[config.mk]
export PLATFORM = sky130hd
export DESIGN_NAME = frame_swap_ctrl
export DESIGN_NICKNAME = d
export VERILOG_FILES = /design/src/rtl/fb_pkg.sv /design/src/rtl/vblank_edge_det.sv /design/src/rtl/frame_swap_ctrl.sv
export SDC_FILE = /design/constraint.sdc
export NUM_CORES = 1
export LEC_CHECK = 0
export ABC_CLOCK_PERIOD_IN_PS = 3000
export BUFFER_PORTS_ARGS = -buffer_cell sky130_fd_sc_hd__buf_4
export CAP_MARGIN = 10
export CORE_UTILIZATION = 40
export CTS_BUF_LIST = sky130_fd_sc_hd__clkbuf_8
export CTS_CLUSTER_SIZE = 28
export DETAILED_ROUTE_END_ITERATION = 8
export MAX_ROUTING_LAYER = met4
export PLACE_DENSITY_LB_ADDON = 0.08
export SYNTH_ARGS = -nofsm -noshare
export SYNTH_HDL_FRONTEND = slang
export SYNTH_SLANG_ARGS = --single-unit
[constraint.sdc]
create_clock -name clk -period 3 [get_ports clk]
set_input_delay 0.6 -clock clk [delete_from_list [all_inputs] [get_ports clk]]
set_output_delay 0.6 -clock clk [all_outputs]
set_load 0.1 [all_outputs]
[src/rtl/fb_pkg.sv]
// Shared types and defaults for the frame buffer swap controller.
package fb_pkg;

  localparam int CNT_W_DEF = 8;

  typedef enum logic [1:0] {
    DRAWING = 2'd0,
    PENDING = 2'd1,
    SWAP    = 2'd2
  } fb_state_e;

endpackage

[src/rtl/vblank_edge_det.sv]
// Rising-edge detector for the display vertical-blank level.
module vblank_edge_det (
  input  logic clk,
  input  logic n_rst,
  input  logic vblank,
  output logic vb_rise
);

  logic vblank_q;

  always_ff @(posedge clk or negedge n_rst) begin
    if (!n_rst) vblank_q <= 1'b0;
    else        vblank_q <= vblank;
  end

  // A held-high vblank yields one rise, so at most one swap per blank.
  assign vb_rise = vblank & ~vblank_q;

endmodule

[src/rtl/frame_swap_ctrl.sv]
// Double-buffer swap controller: swaps draw/display buffers on the first
// vblank rise after the renderer finishes a frame.
//
//   state   | meaning
//   --------+---------------------------------------------------------
//   DRAWING | renderer busy on back buffer; vblank rises here count drops
//   PENDING | frame complete, renderer stalled, waiting for vblank rise
//   SWAP    | one-cycle frameswap pulse; buffers flip on exit
module frame_swap_ctrl
  import fb_pkg::*;
#(
  parameter int CNT_W = CNT_W_DEF
) (
  input  logic             clk,
  input  logic             n_rst,
  input  logic             enable,
  input  logic             frame_done,
  input  logic             vblank,
  output logic             frameswap,
  output logic             draw_sel,
  output logic             disp_sel,
  output logic             draw_stall,
  output logic [CNT_W-1:0] swap_count,
  output logic [CNT_W-1:0] drop_count,
  output logic             proto_err
);

  fb_state_e        state_q, state_d;
  logic             vb_rise;
  logic             swap_ok;
  logic             draw_sel_q;
  logic             proto_err_q;
  logic [CNT_W-1:0] swap_count_q;
  logic [CNT_W-1:0] drop_count_q;

  vblank_edge_det u_vb_edge (
    .clk     (clk),
    .n_rst   (n_rst),
    .vblank  (vblank),
    .vb_rise (vb_rise)
  );

  assign swap_ok = vb_rise & enable;

  always_ff @(posedge clk or negedge n_rst) begin
    if (!n_rst) state_q <= DRAWING;
    else        state_q <= state_d;
  end

  always_comb begin
    state_d = state_q;
    case (state_q)
      DRAWING: if (frame_done) state_d = swap_ok ? SWAP : PENDING;
      PENDING: if (swap_ok)    state_d = SWAP;
      SWAP:                    state_d = DRAWING;
      default:                 state_d = DRAWING;
    endcase
  end

  always_ff @(posedge clk or negedge n_rst) begin
    if (!n_rst) begin
      draw_sel_q   <= 1'b0;
      swap_count_q <= '0;
      drop_count_q <= '0;
      proto_err_q  <= 1'b0;
    end else begin
      if (state_q == SWAP) begin
        draw_sel_q   <= ~draw_sel_q;
        swap_count_q <= swap_count_q + CNT_W'(1);
      end
      // A vblank passing while the renderer is still drawing repeats a frame.
      if (state_q == DRAWING && swap_ok && !frame_done && drop_count_q != '1)
        drop_count_q <= drop_count_q + CNT_W'(1);
      if (frame_done && state_q != DRAWING)
        proto_err_q <= 1'b1;
    end
  end

  assign frameswap  = (state_q == SWAP);
  assign draw_stall = (state_q != DRAWING);
  assign draw_sel   = draw_sel_q;
  assign disp_sel   = ~draw_sel_q;
  assign swap_count = swap_count_q;
  assign drop_count = drop_count_q;
  assign proto_err  = proto_err_q;

endmodule

==> flow_summary.json <==
{
  "final_hold_viol_count": 0,
  "min_period_ns": 2.15,
  "routedWlPerCell_um": 12.1,
  "port_buffers": 25,
  "drive_gt1_share_pct": 31.2,
  "core.rowCount": 17,
  "cp_max_fo": 8,
  "p_sw_share_pct": 51.8,
  "clock.fmax_mhz": 465,
  "rsz0062_at_grt": "no",
  "syn_nets": 88,
  "leakage_uw": 0.000593,
  "power_frac_comb_pct": 49.7,
  "crit_required_ns": 2.40,
  "crit_type": "reg2out",
  "drt_iter0_drc": 12,
  "place.gp.congestion": 0.757,
  "cts-root-buf": "clkbuf_8",
  "vias": 686,
  "n_antenna_cell": 0,
  "boundaryPins": 26,
  "drt_first_pass_iters": 4,
  "arrival_ns": 1.55,
  "p_per_area_nw_per_um2": 892,
  "die_y_um": 51.0,
  "drc": 0,
  "dpl.hpwl_mm": 1.24,
  "drv_cap": 0,
  "final_common_cell": "buf_4",
  "synth_xor_area_share_pct": 10.0,
  "final_cell_mix": "buf_4 (25), dfrtp_1 (21), xnor2_1 (9)",
  "switchingPower_uw": 566,
  "finalCritPeriodShare_pct": 71.8,
  "final_nets": 117,
  "grt_pass1_wl_mm": 2.75,
  "finClkSkew_ns": 0.000832,
  "fin_ws_ns": 0.847,
  "utilization_pct": 54.8,
  "relSlewSlack_pct": 59.9,
  "floorplan.initialDensity_pct": 43.1,
  "dieArea_sq_um": 2610,
  "ctsLongestPathBuffers": 2,
  "ant_nets": 0,
  "run_status": "finished clean",
  "clock-sinks": 21,
  "ys_ff_latch": 21,
  "fin_setup_tns_ns": 0,
  "grt_pass1_vias": 594,
  "slew_viol_final": 0,
  "grt_max_degree": 22,
  "ir_drop_v": 0.000736,
  "numCtsBuffers": 3,
  "core_sq_um": 2230,
  "intPower_uw": 527,
  "ys_warn_count": 0,
  "synth_top_family_by_area": "simple AND/OR/NAND/NOR gates",
  "synthCells": 81,
  "postCtsSetupBuffers": 0,
  "grt_overflow": 0,
  "routed_via_density": 5.01,
  "holdCritPathClass": "in2async",
  "worst_slew_pin_slew_ns": 0.600,
  "cts_tree": "built",
  "start_kind": "flop",
  "muxShareOfSynthArea_pct": 4.55,
  "htree_levels": 1,
  "clk_pin_slew_worst_paths_ns": 0.07,
  "grt.total_usage_pct": 15.2,
  "synthAdderAreaFrac_pct": 2.60,
  "netlist_area_sq_um": 962,
  "yosys.area_share.simple_pct": 22.5,
  "hold_buffers": 0,
  "synth.yosys.seq_area_share_pct": 54.6,
  "totalWireLength_mm": 1.65,
  "fp.dieW_um": 51.0,
  "p_clk_share_pct": 16.3,
  "syn-mean-instance-area_sq_um": 11.9,
  "critPathCaptureType": "primary output",
  "dp_worst_setup_slack_ns": 1.14,
  "pwr-share-seq_pct": 34.0,
  "syn2layout_area_growth_pct": 27.3,
  "antenna_found_initial": 0,
  "insertion_delay_ns": 0.26,
  "cts-resized-gates": 0,
  "synth_compound_area_share_pct": 4.42,
  "setup_viol": 0,
  "synth.distinct_cells": 28
}
[flip-flops by register name (all words and copies together), names as in the netlist]
| register | count |
|---|---|
| drop_count | 8 |
| swap_count | 8 |
| draw_sel | 1 |
| state_q | 2 |
| proto_err | 1 |
| u_vb_edge.vblank_q | 1 |
[metal layers]
layer | share of wire, % | vias to the layer above | wire length [um] | GRT usage [%]
met3 | 3.7 | 5 | 61 | 3.57
li1 | - | 337 | - | -
met2 | 47 | 20 | 774 | 21.9
met1 | 47 | 324 | 783 | 19.5
met4 | 2.1 | 0 | 34 | 8.33
met5 | 0 | - | 0 | -
[path summary, 6_finish.rpt]
| path | startpoint | to | slack [ns] | cells after the start |
|---|---|---|---|---|
| min in group clk | proto_err | proto_err | 0.46 | 1 |
| setup / recovery | state_q[0] | frameswap | 0.85 | 2 |
| max in group asynchronous | n_rst | proto_err | 2.58 | 1 |
| setup reg to reg | state_q[0] | swap_count[7] | 1.39 | 4 |
| hold reg to reg | proto_err | proto_err | 0.46 | 1 |
| hold / removal | n_rst | drop_count[6] | 0.21 | 1 |
[Yosys cell counts (all sizes together)]
master | count | area (sq um)
a21boi | 1 | 7.51
o21bai | 1 | 7.51
and4 | 2 | 17.5
dfrtp | 21 | 526
mux2i | 1 | 10.0
mux2 | 3 | 33.8
and3 | 2 | 12.5
nand3 | 5 | 25.0
or3 | 1 | 11.3
or2 | 1 | 6.26
nor4 | 1 | 21.3
nand3b | 1 | 20.0
nand4 | 4 | 25.0
inv | 2 | 7.51
ha | 2 | 25.0
o21ai | 1 | 5.00
xor2 | 2 | 17.5
nand2 | 7 | 26.3
xnor2 | 9 | 78.8
nor2b | 2 | 12.5
nor2 | 4 | 22.5
a21o | 1 | 7.51
nor3 | 2 | 10.0
buf | 1 | 5.00
nand2b | 1 | 6.26
a21oi | 3 | 15.0
[kinds of logic (layout without fill, tap and decap cells)]
kind of cell | count (synthesis) | count (layout)
XOR/XNOR | 11 | 11
buffers and inverters | 3 | 31
flip-flops | 21 | 21
AO/OA/AOI/OAI | 7 | 7
AND/OR/NAND/NOR | 33 | 33
adder cells (fa/ha/maj) | 2 | 2
multiplexers | 4 | 4
[layout make-up]
| cell class | instances | area [sq um] |
|---|---|---|
| multi-input cells | 57 | 424 |
| clock inverters | 1 | 3.75 |
| repair buffers | 25 | 188 |
| inverters | 2 | 7.51 |
| well taps | 28 | 35.0 |
| fillers | 210 | 1010 |
| flip-flops and latches | 21 | 526 |
| clock buffers | 3 | 41.3 |
[metrics by stage]
step	cells	power [uW]	area, sq um	hold slack (ns)
6_report	137	1090	1220	0.209
5_1_grt	137	1130	1220	0.224
4_1_cts	137	1110	1220	0.217
3_5_place_dp	133	924	1180	0.450
3_3_place_gp	133	917	1180	0.444
2_1_floorplan	81	806	962	0.304
[critical path, cell delays in order (launching register included)]
cell     delay, ns
dfrtp_1       0.40
nor2b_1       0.49
buf_4         0.40
[power by group through the flow]
stage | clock, uW | sequential, uW | combinational, uW
2_1_floorplan | 0 | 672 | 134
3_3_place_gp | 0 | 375 | 543
3_5_place_dp | 0 | 378 | 546
4_1_cts | 189 | 372 | 548
5_1_grt | 196 | 379 | 560
6_report | 178 | 371 | 544
No activity file was read; power rests on OpenSTA's default activity.
